===== config.mk =====
export PLATFORM = sky130hd
export DESIGN_NAME = usb_rx_pkt
export DESIGN_NICKNAME = d
export VERILOG_FILES = /design/src/rtl/usb_rx_pkt_pkg.sv /design/src/rtl/usb_rx_pkt_crc16.sv /design/src/rtl/usb_rx_pkt.sv
export SDC_FILE = /design/constraint.sdc
export NUM_CORES = 1
export LEC_CHECK = 0
export BUFFER_PORTS_ARGS = -buffer_cell sky130_fd_sc_hd__buf_2
export CAP_MARGIN = 40
export CORE_MARGIN = 2
export CORE_UTILIZATION = 55
export DETAILED_ROUTE_END_ITERATION = 10
export GPL_TIMING_DRIVEN = 0
export PLACE_DENSITY = 0.72
export SYNTH_ARGS = -nofsm -noshare
export SYNTH_HDL_FRONTEND = slang
export SYNTH_HIERARCHICAL = 1
export SYNTH_SLANG_ARGS = --single-unit

===== constraint.sdc =====
create_clock -name clk -period 6.5 [get_ports clk]
set_input_delay 1.95 -clock clk [delete_from_list [all_inputs] [get_ports clk]]
set_output_delay 1.95 -clock clk [all_outputs]
set_load 0.1 [all_outputs]

===== src/rtl/usb_rx_pkt_pkg.sv =====
// usb_rx_pkt_pkg: shared PID/FSM types, CRC constants and the CRC5 byte update
package usb_rx_pkt_pkg;
  typedef enum logic [3:0] {
    PID_OUT   = 4'h1,
    PID_IN    = 4'h9,
    PID_SOF   = 4'h5,
    PID_SETUP = 4'hD,
    PID_DATA0 = 4'h3,
    PID_DATA1 = 4'hB,
    PID_ACK   = 4'h2,
    PID_NAK   = 4'hA,
    PID_STALL = 4'hE,
    PID_PRE   = 4'hC
  } pid_t;
  typedef enum logic [2:0] {S_IDLE, S_PID, S_TOK1, S_TOK2, S_TEND, S_HSK, S_DATA, S_DRAIN} state_t;
  localparam logic [4:0]  CRC5_INIT      = 5'h1F;
  localparam logic [4:0]  CRC5_POLY      = 5'h05;
  localparam logic [4:0]  CRC5_RESIDUAL  = 5'b01100;
  localparam logic [15:0] CRC16_INIT     = 16'hFFFF;
  localparam logic [15:0] CRC16_POLY     = 16'h8005;
  localparam logic [15:0] CRC16_RESIDUAL = 16'h800D;
  function automatic logic [4:0] crc5_byte(input logic [4:0] c, input logic [7:0] d);
    logic [4:0] r;
    r = c;
    for (int i = 0; i < 8; i++) r = {r[3:0], 1'b0} ^ ((d[i] ^ r[4]) ? CRC5_POLY : 5'h00);
    return r;
  endfunction
endpackage


===== src/rtl/usb_rx_pkt_crc16.sv =====
// usb_crc16: LSB-first CRC16 over bytes; residual_ok reflects the value after this clk's update
//  clk, reset_n : clock, async active-low reset
//  init, en     : load CRC16_INIT / fold data into the CRC
//  data         : byte to fold
//  residual_ok  : next CRC state equals CRC16_RESIDUAL
module usb_crc16 import usb_rx_pkt_pkg::*; (
  input  logic       clk,
  input  logic       reset_n,
  input  logic       init,
  input  logic       en,
  input  logic [7:0] data,
  output logic       residual_ok
);
  logic [15:0] crc_q, crc_d;
  function automatic logic [15:0] crc16_byte(input logic [15:0] c, input logic [7:0] d);
    logic [15:0] r;
    r = c;
    for (int i = 0; i < 8; i++) r = {r[14:0], 1'b0} ^ ((d[i] ^ r[15]) ? CRC16_POLY : 16'h0000);
    return r;
  endfunction
  always_comb crc_d = init ? CRC16_INIT : en ? crc16_byte(crc_q, data) : crc_q;
  // Looking at the next value lets a byte and end-of-packet share a clock
  assign residual_ok = crc_d == CRC16_RESIDUAL;
  always_ff @(posedge clk or negedge reset_n)
    if (!reset_n) crc_q <= CRC16_INIT;
    else crc_q <= crc_d;
endmodule


===== src/rtl/usb_rx_pkt.sv =====
// usb_rx_pkt: USB packet decoder behind usb_rx (PID/CRC5/CRC16/length checks, token/handshake/payload out)
//  in : clk, reset_n (async active-low), rx_data[7:0], rx_active, rx_valid, rx_error
//  out: pid[3:0], token_valid/addr[6:0]/endp[3:0], hsk_valid, dat_valid/dat_out[7:0],
//       dat_done/dat_ok, sof_valid/frame_num[10:0], pkt_err
//  USB_RX_PKT_SOF_EN: decode SOF into sof_valid/frame_num; otherwise SOF is checked and dropped
module usb_rx_pkt import usb_rx_pkt_pkg::*; #(
  parameter int MAX_PKT = 64
) (
  input  logic        clk,
  input  logic        reset_n,
  input  logic [7:0]  rx_data,
  input  logic        rx_active,
  input  logic        rx_valid,
  input  logic        rx_error,
  output logic [3:0]  pid,
  output logic        token_valid,
  output logic [6:0]  token_addr,
  output logic [3:0]  token_endp,
  output logic        hsk_valid,
  output logic        dat_valid,
  output logic [7:0]  dat_out,
  output logic        dat_done,
  output logic        dat_ok,
  output logic        sof_valid,
  output logic [10:0] frame_num,
  output logic        pkt_err
);
  localparam int PW = $clog2(MAX_PKT + 2);
  localparam logic [PW-1:0] MAXP = PW'(MAX_PKT);
  state_t state_q, state_d;
  logic active_q, eop, crc_init, crc_en, crc_ok, ok;
  logic [3:0] pid_q, pid_d;
  logic [7:0] b1_q, b1_d, dl0_q, dl0_d, dl1_q, dl1_d, dat_out_q, dat_out_d;
  logic [2:0] b2_q, b2_d;
  logic [4:0] crc5_q, crc5_d;
  logic [1:0] fill_q, fill_d;
  logic [PW-1:0] pay_q, pay_d;
  logic pend_q, pend_d;
  logic token_valid_q, token_valid_d, hsk_valid_q, hsk_valid_d, dat_valid_q, dat_valid_d;
  logic dat_done_q, dat_done_d, dat_ok_q, dat_ok_d, pkt_err_q, pkt_err_d;
  logic [6:0] token_addr_q, token_addr_d;
  logic [3:0] token_endp_q, token_endp_d;
`ifdef USB_RX_PKT_SOF_EN
  logic sof_valid_q, sof_valid_d;
  logic [10:0] frame_num_q, frame_num_d;
`endif
  assign eop = active_q & ~rx_active;
  usb_crc16 u_crc16 (
    .clk         (clk),
    .reset_n     (reset_n),
    .init        (crc_init),
    .en          (crc_en),
    .data        (rx_data),
    .residual_ok (crc_ok)
  );
  // Byte (or rx_error) is applied first; end-of-packet then acts on the updated state
  always_comb begin
    state_d = (state_q == S_IDLE && rx_active) ? S_PID : state_q;
    pid_d = pid_q;
    b1_d = b1_q;
    b2_d = b2_q;
    crc5_d = crc5_q;
    dl0_d = dl0_q;
    dl1_d = dl1_q;
    fill_d = fill_q;
    pay_d = pay_q;
    pend_d = pend_q;
    dat_out_d = dat_out_q;
    token_addr_d = token_addr_q;
    token_endp_d = token_endp_q;
    token_valid_d = 1'b0;
    hsk_valid_d = 1'b0;
    dat_valid_d = 1'b0;
    dat_done_d = 1'b0;
    dat_ok_d = 1'b0;
    pkt_err_d = 1'b0;
    crc_init = 1'b0;
    crc_en = 1'b0;
    ok = 1'b0;
`ifdef USB_RX_PKT_SOF_EN
    sof_valid_d = 1'b0;
    frame_num_d = frame_num_q;
`endif
    if (state_d != S_IDLE && rx_error) begin
      pkt_err_d = 1'b1;
      pend_d = pend_q | (state_d == S_DATA);
      state_d = S_DRAIN;
    end else if (rx_valid) begin
      case (state_d)
        S_PID: begin
          pid_d = rx_data[3:0];
          crc5_d = CRC5_INIT;
          crc_init = 1'b1;
          fill_d = 2'd0;
          pay_d = '0;
          pend_d = 1'b0;
          if (rx_data[7:4] != ~rx_data[3:0]) begin
            pkt_err_d = 1'b1;
            state_d = S_DRAIN;
          end else begin
            case (rx_data[3:0])
              PID_OUT, PID_IN, PID_SETUP, PID_SOF: state_d = S_TOK1;
              PID_DATA0, PID_DATA1: state_d = S_DATA;
              PID_ACK, PID_NAK, PID_STALL: state_d = S_HSK;
              default: state_d = S_DRAIN;
            endcase
          end
        end
        S_TOK1: begin
          b1_d = rx_data;
          crc5_d = crc5_byte(crc5_q, rx_data);
          state_d = S_TOK2;
        end
        S_TOK2: begin
          b2_d = rx_data[2:0];
          crc5_d = crc5_byte(crc5_q, rx_data);
          state_d = S_TEND;
        end
        S_TEND, S_HSK: begin
          pkt_err_d = 1'b1;
          state_d = S_DRAIN;
        end
        S_DATA: begin
          crc_en = 1'b1;
          dl1_d = dl0_q;
          dl0_d = rx_data;
          fill_d = (fill_q == 2'd2) ? fill_q : fill_q + 2'd1;
          // The two newest bytes may be CRC16, so only a byte pushed out by a third is payload
          if (fill_q == 2'd2) begin
            pay_d = (pay_q <= MAXP) ? pay_q + PW'(1) : pay_q;
            if (pay_q < MAXP) begin
              dat_valid_d = 1'b1;
              dat_out_d = dl1_q;
            end
          end
        end
        default: ;
      endcase
    end
    if (eop) begin
      case (state_d)
        S_TEND:
          if (crc5_d != CRC5_RESIDUAL) pkt_err_d = 1'b1;
          else if (pid_d == PID_SOF) begin
`ifdef USB_RX_PKT_SOF_EN
            sof_valid_d = 1'b1;
            frame_num_d = {b2_d, b1_d};
`endif
          end else begin
            token_valid_d = 1'b1;
            token_addr_d = b1_d[6:0];
            token_endp_d = {b2_d, b1_d[7]};
          end
        S_PID, S_TOK1, S_TOK2: pkt_err_d = 1'b1;
        S_HSK: hsk_valid_d = 1'b1;
        S_DATA: begin
          ok = crc_ok & (fill_d == 2'd2) & (pay_d <= MAXP);
          dat_done_d = 1'b1;
          dat_ok_d = ok;
          pkt_err_d = ~ok;
        end
        S_DRAIN: dat_done_d = pend_d;
        default: ;
      endcase
      pend_d = 1'b0;
      state_d = S_IDLE;
    end
  end
  always_ff @(posedge clk or negedge reset_n)
    if (!reset_n) begin
      state_q <= S_IDLE;
      active_q <= 1'b0;
      pid_q <= '0;
      b1_q <= '0;
      b2_q <= '0;
      crc5_q <= '0;
      dl0_q <= '0;
      dl1_q <= '0;
      fill_q <= '0;
      pay_q <= '0;
      pend_q <= 1'b0;
      dat_out_q <= '0;
      token_addr_q <= '0;
      token_endp_q <= '0;
      token_valid_q <= 1'b0;
      hsk_valid_q <= 1'b0;
      dat_valid_q <= 1'b0;
      dat_done_q <= 1'b0;
      dat_ok_q <= 1'b0;
      pkt_err_q <= 1'b0;
    end else begin
      state_q <= state_d;
      active_q <= rx_active;
      pid_q <= pid_d;
      b1_q <= b1_d;
      b2_q <= b2_d;
      crc5_q <= crc5_d;
      dl0_q <= dl0_d;
      dl1_q <= dl1_d;
      fill_q <= fill_d;
      pay_q <= pay_d;
      pend_q <= pend_d;
      dat_out_q <= dat_out_d;
      token_addr_q <= token_addr_d;
      token_endp_q <= token_endp_d;
      token_valid_q <= token_valid_d;
      hsk_valid_q <= hsk_valid_d;
      dat_valid_q <= dat_valid_d;
      dat_done_q <= dat_done_d;
      dat_ok_q <= dat_ok_d;
      pkt_err_q <= pkt_err_d;
    end
`ifdef USB_RX_PKT_SOF_EN
  always_ff @(posedge clk or negedge reset_n)
    if (!reset_n) begin
      sof_valid_q <= 1'b0;
      frame_num_q <= '0;
    end else begin
      sof_valid_q <= sof_valid_d;
      frame_num_q <= frame_num_d;
    end
  assign sof_valid = sof_valid_q;
  assign frame_num = frame_num_q;
`else
  assign sof_valid = 1'b0;
  assign frame_num = '0;
`endif
  assign pid = pid_q;
  assign token_valid = token_valid_q;
  assign token_addr = token_addr_q;
  assign token_endp = token_endp_q;
  assign hsk_valid = hsk_valid_q;
  assign dat_valid = dat_valid_q;
  assign dat_out = dat_out_q;
  assign dat_done = dat_done_q;
  assign dat_ok = dat_ok_q;
  assign pkt_err = pkt_err_q;
endmodule


==> summary.txt, run 1 <==
Outcome: finished clean
Crit path max-delay cell type: a2111oi_2
Clock-pin transition on the worst setup and hold timing paths: 100 ps
N_diodes: 0
Required @ worst endpoint: 6750 ps
CP endpoint kind: register
Class of the worst hold path: reg2reg
Routed Antenna Nets: 0
First-pass GRT wire length: 17200 um
Hold Violations, Final: 0
I/O pin cnt: 54
Simple-Gate Fraction of Synth Area: 0.170
Share of the synthesized area in the top cell type: 0.381
Cells after Synth: 451
Layout area overhead: 13.1%
Top cells by area, synth: dfrtp_1, dfstp_2, nand2_1
Slowest stage delay, CP: 440 ps
Clock Power Share: 0.179
Pwr/cell area: 448 nW/um^2
Synth warn: 6
Synth Area in Adders: 0.0102
Async S/R FF share, synth: 1.00
Clk sinks: 91
H-tree levels: 3
Post-CTS Setup Bufs: 0
Tot GR Track Use: 0.219
Synth Area in XOR/XNOR: 0.113
Vias per inst: 5.57
CTS max path bufs: 2
Max-cap viol count: 0
Pleak: 2.69 nW
Worst EP arrival: 5710 ps
FF+latch area: 2300 um^2
Clock Latency Late Sink: 350 ps
Routed len/inst: 16.3 um
Post-synth EDFFs: 0
Net switching power: 962 uW
Die W: 98.6 um
Num rows: 34
# fillers: 690
Root Buffer: clkbuf_8
Final setup vio count: 0
Largest family of logic cells by synthesized area: simple AND/OR/NAND/NOR gates
Final GP Congestion: 0.891
Share of power burned in registers: 0.362
CTS Hold Bufs: 0
Switching share of power: 0.386
Multi-input logic area: 2410 um^2
Critical-path cell list: buf_2, and2b_2, nand2_1, inv_1, buf_2, buf_1, clkbuf_1, clkbuf_1, a21oi_1, nand4b_1, a2111oi_2, nand3_1, nor4_1, a21oi_1, a22o_1
RSZ-0062 raised after global routing: no
Post-Layout Cell Count: 628
Unique cell type count in the Yosys netlist: 79
Total Routed Length: 10200 um
Min Hold Slack: 468 ps
Die area: 9720 um^2
Placed wire-length estimate: 7180 um
Internal: 1.53 mW
Core area: 8720 um^2
Post-synth top flop: dfrtp_1
Antenna violations before repair: 0
Grt total ovfl: 0
Max Clk Rate: 183 MHz
Starting Density: 0.564
Fin nets: 532
Final Util: 0.638
Tmin final: 5470 ps
Pwr Total: 2.49 mW
Worst Setup Start Kind: primary input
Initial DRC count: 247
IO buf count: 41
Layout cells sized above 1: 0.298
Actual slew at the worst max-slew pin: 713 ps
Post-CTS resize count: 0
Routed vias: 3498
Final setup skew: 16.5 ps
Post-synthesis register bit count: 91
DIE HEIGHT: 98.6 um
Placed insts: 612
Combinational Power Share: 0.460
Largest area contributor in the synthesized netlist: dfrtp_1
Mux cell area share after synthesis: 0.0806
Slew Limit Fails: 0
Drc violations: 0
CTS tree: built
Detailed Routing Iterations Pass 1: 5
Worst slew margin: 0.523
Worst VDD drop: 0.211 mV
Area of the mapped netlist: 4920 um^2
Critical Path Fanout Max: 11
Syn Area/Cell: 10.9 um^2
Crit Path Category: in2reg
Largest net degree at the start of global routing: 60
Cts bufs inserted: 9
Post-route clock period utilization: 0.841
Post-synthesis compound-gate area fraction: 0.107
Final setup TNS: 0 ps
Vias in the first global route: 3414
Post-synthesis sequential area ratio: 0.467
-- routing by layer --
layer / wire [um] / part of all wire / vias to the layer above / GRT usage
li1: - / - / 1660 / -
met1: 4730 / 0.46 / 1705 / 0.320
met2: 4870 / 0.48 / 127 / 0.348
met3: 538 / 0.053 / 6 / 0.0326
met4: 65 / 0.0064 / 0 / 0.0537
met5: 0 / 0 / - / 0
-- worst max-delay path: cells and delay by family --
family | cells | cell delay, ps
and+or+nand+nor | 5 | 1000
AOI/OAI and AO/OA | 4 | 920
buffers and inverters | 6 | 1840
-- cells in the final DEF, fill, tap and decap left out, drive strengths merged, types with 8 or more instances in the layout --
cell	instances
a211o	8
a21oi	19
buf	61
clkbuf	21
conb	12
dfrtp	75
dfstp	16
inv	15
mux2	29
nand2	69
nand3	10
nor2	32
nor2b	8
nor3	10
o21ai	10
xnor2	27
xor2	10
-- sequential cells by signal (all words and copies together), names as in the netlist, 2 cells and up --
name           flops
dl0_q              8
b2_q               3
crc5_q             5
pay_q              7
state_q            3
b1_q               8
u_crc16/crc_q     16
token_addr         7
dat_out            8
dl1_q              8
pid                4
token_endp         4
fill_q             2
-- cells by family after synthesis --
| family | after synthesis |
|---|---|
| simple gates | 166 |
| compound gates | 72 |
| mux | 31 |
| buf+inv | 43 |
| flops | 91 |
| fa+ha+maj | 4 |
| xor+xnor | 43 |
| other cells | 1 |
-- metrics by stage --
stage          setup WS [ps]  area [um^2]
3_3_place_gp             802         5300
5_1_grt                  741         5570
6_report                1030         5570
4_1_cts                 1120         5570
3_5_place_dp             741         5330
2_1_floorplan           1750         4960
-- power by group through the flow --
stage / clock (mW) / sequential, mW / combinational (mW)
finish: 0.445 / 0.901 / 1.14
global route: 0.480 / 0.923 / 1.24
CTS: 0.453 / 0.900 / 1.14
detailed placement: 0 / 0.910 / 1.14
global placement: 0 / 0.903 / 1.11
floorplan: 0 / 1.03 / 0.823
-- worst paths after layout --
path | from | endpoint | slack [ps] | cells past startpoint
min reg2reg | dl0_q[7]$_DFFE_PN0P_ | dl1_q[7]$_DFFE_PN0P_ | 470 | 2
max | rx_valid | pkt_err$_DFF_PN0_ | 1030 | 15
min in group asynchronous | reset_n | dat_out[3]$_DFFE_PN0P_ | 1520 | 1
max reg2reg | state_q[0]$_DFF_PN0_ | pkt_err$_DFF_PN0_ | 2050 | 15
max in group asynchronous | reset_n | u_crc16/crc_q[3]$_DFF_PN1_ | 4280 | 2
min | dl0_q[7]$_DFFE_PN0P_ | dl1_q[7]$_DFFE_PN0P_ | 470 | 2
-- cells in the mapped netlist, types with 5 or more instances --
| master | count |
|---|---|
| dfrtp_1 | 75 |
| nand2_1 | 69 |
| nor2_1 | 31 |
| a21oi_1 | 19 |
| mux2_2 | 18 |
| xnor2_1 | 18 |
| dfstp_2 | 16 |
| buf_4 | 12 |
| inv_1 | 11 |
| mux2_4 | 10 |
| nor3_1 | 10 |
| nand3_1 | 9 |
| o21ai_0 | 9 |
| xor2_1 | 9 |
| a211o_1 | 8 |
| clkbuf_1 | 8 |
| nor2b_1 | 8 |
| xnor2_2 | 8 |
| a31oi_1 | 5 |
| or2_1 | 5 |
-- layout make-up --
class | instances | area share
inverters | 13 | 0.00877
repair buffers | 42 | 0.0423
plain buffers | 30 | 0.0371
clock buffers | 10 | 0.0247
well taps | 108 | 0.0243
clock inverters | 6 | 0.0169
flip-flops and latches | 91 | 0.413
multi-input cells | 328 | 0.433
No activity file was read; power rests on OpenSTA's default activity.
==> run 2: changes to the inputs <==
- clock period: 6.5 -> 5.3 ns (I/O delays scaled with it)
==> run 2 against run 1 <==
Worst hold slack better by 4.3 ps. Setup slack got worse by 500 ps. Register-to-register slack got worse by 870 ps. Clock power increased by 22%. Combinational power rose by 23%. Total power rose by 23%. Critical path depth down 1. Cell area is essentially flat. Die area did not move. Flip-flop and latch count stayed put. Clock skew down 3.8 ps.
==> summary.txt, run 2 (synthesized netlist as in run 1, its figures left out) <==
Starting Density: 0.564 (unchanged)
Worst Setup EP: pkt_err$_DFF_PN0_
Post-route clock period utilization: 0.898
Detailed Routing Iterations Pass 1: 5 (unchanged)
Setup WS post-layout: 539 ps (-495 ps)
R2R cell count: 14 (-1)
First-pass GRT wire length: 17200 um (unchanged)
Largest register by flop count: u_crc16/crc_q
Worst VDD drop: 0.259 mV (+23%)
Commonest non-fill, non-tap cell in the layout: dfrtp_1
FF-to-FF Start: state_q[0]$_DFF_PN0_
Final Util: 0.638 (about the same)
Final GP Congestion: 0.891 (unchanged)
Largest net degree at the start of global routing: 60 (unchanged)
I/O pin cnt: 54 (unchanged)
Met2 wire len: 4760 um (-2.3%)
Antenna violations before repair: 0 (unchanged)
Pwr/cell area: 549 nW/um^2 (+23%)
Final setup TNS: 0 ps (unchanged)
Layout cells sized above 1: 0.299 (+0.000574)
Actual slew at the worst max-slew pin: 716 ps (+2.59 ps)
Critical Path Fanout Max: 20 (+9)
N_diodes: 0 (unchanged)
CP startpoint: rx_valid
Clock-pin transition on the worst setup and hold timing paths: 100 ps (about the same)
Fin nets: 531 (-0.19%)
Num rows: 34 (unchanged)
Tot GR Track Use: 0.219 (unchanged)
Crit Path Category: in2reg
Crit path max-delay cell type: a2111oi_2
DIE HEIGHT: 98.6 um (unchanged)
Post-CTS Setup Bufs: 0 (unchanged)
Critical-path cell list: buf_2, and2b_2, nand2_1, inv_1, buf_2, clkbuf_1, clkbuf_1, a21oi_1, nand4b_1, a2111oi_2, nand3_1, nor4_1, a21oi_1, a22o_1
Final setup vio count: 0 (unchanged)
R2R Setup Slk: 1180 ps (-870 ps)
Die area: 9720 um^2 (unchanged)
Worst slew margin: 0.521 (-0.00174)
Most frequent cells in the layout: dfrtp_1, nand2_1, buf_2
Class of the worst hold path: reg2reg
Drc violations: 0 (unchanged)
CTS Hold Bufs: 0 (unchanged)
Critical path depth: 14 (-1)
Routed Antenna Nets: 0 (unchanged)
CP endpoint kind: register
Cts bufs inserted: 9 (unchanged)
Slowest stage delay, CP: 430 ps (about the same)
IO buf count: 41 (unchanged)
Worst Setup Start Kind: primary input
Root Buffer: clkbuf_8
Vias per inst: 5.58 (+0.10%)
Max FFs per register: 16 (unchanged)
CTS max path bufs: 2 (unchanged)
Required @ worst endpoint: 5550 ps (-1200 ps)
Die W: 98.6 um (unchanged)
Total Routed Length: 10100 um (-0.68%)
Reg-to-reg endpoint: pkt_err$_DFF_PN0_
Routed len/inst: 16.2 um (-0.52%)
Routed vias: 3496 (-0.057%)
Worst EP arrival: 5010 ps (-700 ps)
H-tree levels: 3 (unchanged)
Initial DRC count: 214 (-13%)
Wl on met1: 4790 um (+1.2%)
Vias in the first global route: 3414 (unchanged)
Layout area overhead: 13.0% (about the same)
Min Hold Slack: 472 ps (+4.27 ps)
Clock Latency Late Sink: 350 ps (about the same)
Max Clk Rate: 210 MHz
Pleak: 2.69 nW (about the same)
# fillers: 689 (-0.14%)
Max-cap viol count: 0 (unchanged)
Post-Place Setup Slack: -99.3 ps (-840 ps)
Slew Limit Fails: 0 (unchanged)
RSZ-0062 raised after global routing: no
Placed wire-length estimate: 7180 um (unchanged)
Top Layer Used: met4
Hold Violations, Final: 0 (unchanged)
Clk sinks: 91 (unchanged)
Met3 wire length: 495 um (-8.0%)
Buf+Inv Stages, Crit Path: 5 (-1)
CTS tree: built
Final setup skew: 12.7 ps (-3.83 ps)
Outcome: finished clean
Grt total ovfl: 0 (unchanged)
Tmin final: 4760 ps
Core area: 8720 um^2 (unchanged)
Post-CTS resize count: 0 (unchanged)
CP delay by family, top: buffers and inverters
## run 2: cell count changes in the layout (fill, tap and decap cells not counted)
| cell | delta |
|---|---|
| buf_1 | -1 |
## run 2: metal layers
metal | vias to the layer above | global-route usage
met4 | 0 | 0.0537
met3 | 9 | 0.0326
met5 | - | 0
li1 | 1657 | -
met1 | 1704 | 0.320
met2 | 126 | 0.348
## run 2: where the power goes
part / switching [mW] / internal (mW) / total, mW
sequential: 0.153 / 0.951 / 1.10
combinational: 0.764 / 0.640 / 1.40
clock: 0.261 / 0.283 / 0.544
total: 1.18 / 1.87 / 3.05
## run 2: stage by stage
stage / instance area, um^2 / total power [mW] / instances
after floorplan: 4960 / 2.27 / 462
after global placement: 5300 / 2.47 / 611
after detailed placement: 5330 / 2.51 / 612
after CTS: 5570 / 3.06 / 628
after global routing: 5560 / 3.24 / 627
final: 5560 / 3.05 / 627
## run 2: worst min-delay path: stages (launching register included)
cell	delay [ps]
dfrtp_1	350
nand2_1	50
nand2_1	50
## run 2: worst min path at each step
stage                               from              endpoint  slack [ps]  cells past startpoint
floorplan           dl0_q[0]$_DFFE_PN0P_  dl1_q[0]$_DFFE_PN0P_         440                      2
global placement    dl0_q[6]$_DFFE_PN0P_  dl1_q[6]$_DFFE_PN0P_         450                      2
detailed placement  dl0_q[6]$_DFFE_PN0P_  dl1_q[6]$_DFFE_PN0P_         460                      2
CTS                 dl0_q[7]$_DFFE_PN0P_  dl1_q[7]$_DFFE_PN0P_         470                      2
global route        dl0_q[7]$_DFFE_PN0P_  dl1_q[7]$_DFFE_PN0P_         490                      2
finish              dl0_q[6]$_DFFE_PN0P_  dl1_q[6]$_DFFE_PN0P_         470                      2
## run 2: layout make-up
class	instances	area (um^2)	share of cell area
clock buffers	10	138	0.0247
well taps	108	135	0.0243
multi-input cells	328	2410	0.434
plain buffers	29	203	0.0364
clock inverters	6	93.8	0.0169
inverters	13	48.8	0.00877
repair buffers	42	235	0.0423
flip-flops and latches	91	2300	0.413
==> run 3: changes to the inputs <==
- RECOVER_POWER: not set -> 50
==> run 3 against run 2 <==
The flow now finishes with violations (capacitance limit, slew limit). Combinational power is essentially flat. Flip-flop and latch count is the same. Global-route usage is the same. Sequential share of layout area grew 0.39 points. Via count shrank 0.31%. Clock-buffer cell count is the same. Cell area shrank 0.94%. Non-clock buffer count is the same. First-iteration DRC count grew 9.8%. Final cell count is the same. Clock skew grew 2.0 ps. Total power shrank 0.33%. Largest cell class unchanged. Largest power group unchanged.
==> summary.txt, run 3 (synthesized netlist as in run 1, its figures left out) <==
Outcome: finished, violations left
Failing checks: capacitance limit, slew limit
Actual slew at the worst max-slew pin: 1700 ps (+987 ps)
Die area: 9720 um^2 (unchanged)
Most frequent cells in the layout: dfrtp_1, nand2_1, buf_2
Layout cells sized above 1: 0.281 (-0.0173)
Final Util: 0.632 (-0.00603)
Post-CTS resize count: 0 (unchanged)
Clk sinks: 91 (unchanged)
Grt total ovfl: 0 (unchanged)
Vias per inst: 5.56 (-0.31%)
Most used routing layer: met2
Met2 Usage GRT: 0.348 (unchanged)
Met1 global-route usage: 0.320 (unchanged)
Initial DRC count: 235 (+9.8%)
IO buf count: 41 (unchanged)
Commonest non-fill, non-tap cell in the layout: dfrtp_1
Max-cap viol count: 1 (+1)
RSZ-0062 raised after global routing: no
DIE HEIGHT: 98.6 um (unchanged)
Worst Setup Start Kind: primary input
Worst VDD drop: 0.259 mV (about the same)
Layout area overhead: 11.9%
Starting Density: 0.564 (unchanged)
Worst EP arrival: 5100 ps (+90 ps)
Hold Violations, Final: 0 (unchanged)
Drc violations: 0 (unchanged)
Slew Limit Fails: 34 (+34)
CTS Hold Bufs: 0 (unchanged)
CTS tree: built
Pleak: 2.66 nW (-0.77%)
First-pass GRT wire length: 17200 um (unchanged)
Tot GR Track Use: 0.219 (unchanged)
Core area: 8720 um^2 (unchanged)
Final GP Congestion: 0.891 (unchanged)
Tmin final: 4840 ps (+82.0 ps)
Crit Path Category: in2reg
CP endpoint kind: register
Detailed Routing Iterations Pass 1: 5 (unchanged)
Final setup skew: 14.6 ps (+1.97 ps)
Largest net degree at the start of global routing: 60 (unchanged)
Fin area: 5510 um^2 (-0.94%)
Routed vias: 3485 (-0.31%)
Clock Latency Late Sink: 350 ps (about the same)
Max Clk Rate: 206 MHz (-1.7%)
Total Routed Length: 10100 um (about the same)
Post-route clock period utilization: 0.914 (+0.0155)
I/O pin cnt: 54 (unchanged)
Dpl cell area: 5330 um^2 (unchanged)
Antenna violations before repair: 0 (unchanged)
Cts bufs inserted: 9 (unchanged)
GR Util met3: 0.0326 (unchanged)
N_diodes: 0 (unchanged)
Max FFs per register: 16 (unchanged)
Largest register by flop count: u_crc16/crc_q
Vias in the first global route: 3414 (unchanged)
Num rows: 34 (unchanged)
CTS max path bufs: 2 (unchanged)
Worst slew margin: -0.135 (-0.656)
H-tree levels: 3 (unchanged)
Pwr/cell area: 552 nW/um^2 (+0.62%)
Final setup vio count: 0 (unchanged)
Placed wire-length estimate: 7180 um (unchanged)
Critical Path Fanout Max: 20 (unchanged)
Die W: 98.6 um (unchanged)
Clock-pin transition on the worst setup and hold timing paths: 100 ps (about the same)
Post-CTS Setup Bufs: 0 (unchanged)
Root Buffer: clkbuf_8
Class of the worst hold path: reg2reg
Fin nets: 531 (unchanged)
Routed len/inst: 16.2 um (about the same)
Routed Antenna Nets: 0 (unchanged)
Required @ worst endpoint: 5550 ps (about the same)
## run 3: cell types whose count changed in the layout (fill, tap and decap cells not counted), sizes merged
cell	change
buf	-4
clkbuf	+4
## run 3: cell type report
class,instances,area (um^2)
inverters,13,48.8
multi-input cells,328,2400
flip-flops and latches,91,2300
repair buffers,42,206
clock inverters,6,93.8
fillers,699,3210
clock buffers,10,138
well taps,108,135
plain buffers,29,193
## run 3: per-stage QoR
stage / hold slack (ps) / cells / power (mW) / TNS (ps) / setup slack, ps
floorplan: 439 / 462 / 2.27 / 0 / 913
global placement: 449 / 611 / 2.47 / -37.6 / -37.6
detailed placement: 457 / 612 / 2.51 / -99.3 / -99.3
CTS: 472 / 628 / 3.06 / 0 / 278
global route: 489 / 627 / 3.23 / 0 / 181
finish: 472 / 627 / 3.04 / 0 / 457
## run 3: routing by layer
layer	wire length [um]	share of wire
met1	4720	0.47
met5	0	0
met2	4870	0.48
met4	62	0.0061
met3	489	0.048
## run 3: worst paths after layout
path | from | endpoint | slack (ps) | cells after the start
worst min-delay path | dl0_q[6]$_DFFE_PN0P_ | dl1_q[6]$_DFFE_PN0P_ | 470 | 2
worst max register to register | state_q[0]$_DFF_PN0_ | pkt_err$_DFF_PN0_ | 1140 | 14
max in group asynchronous | reset_n | b1_q[7]$_DFF_PN0_ | 1410 | 2
worst max-delay path | rx_valid | pkt_err$_DFF_PN0_ | 460 | 14
worst min register to register | dl0_q[6]$_DFFE_PN0P_ | dl1_q[6]$_DFFE_PN0P_ | 470 | 2
min in group asynchronous | reset_n | dat_out[3]$_DFFE_PN0P_ | 1670 | 1
## run 3: power by group
part	switching [mW]	total, mW	internal (mW)
registers	0.153	1.10	0.951
logic	0.760	1.39	0.634
clock network	0.260	0.543	0.283
## run 3: worst max-delay path, cell delays in order
cell and delay (ps):
buf_2 170, and2b_1 230, nand2_1 160, inv_1 170
buf_2 370, clkbuf_1 410, clkbuf_1 440, a21oi_1 120
nand4b_1 210, a2111oi_2 440, nand3_1 200, nor4_1 210
a21oi_1 140, a22o_1 220
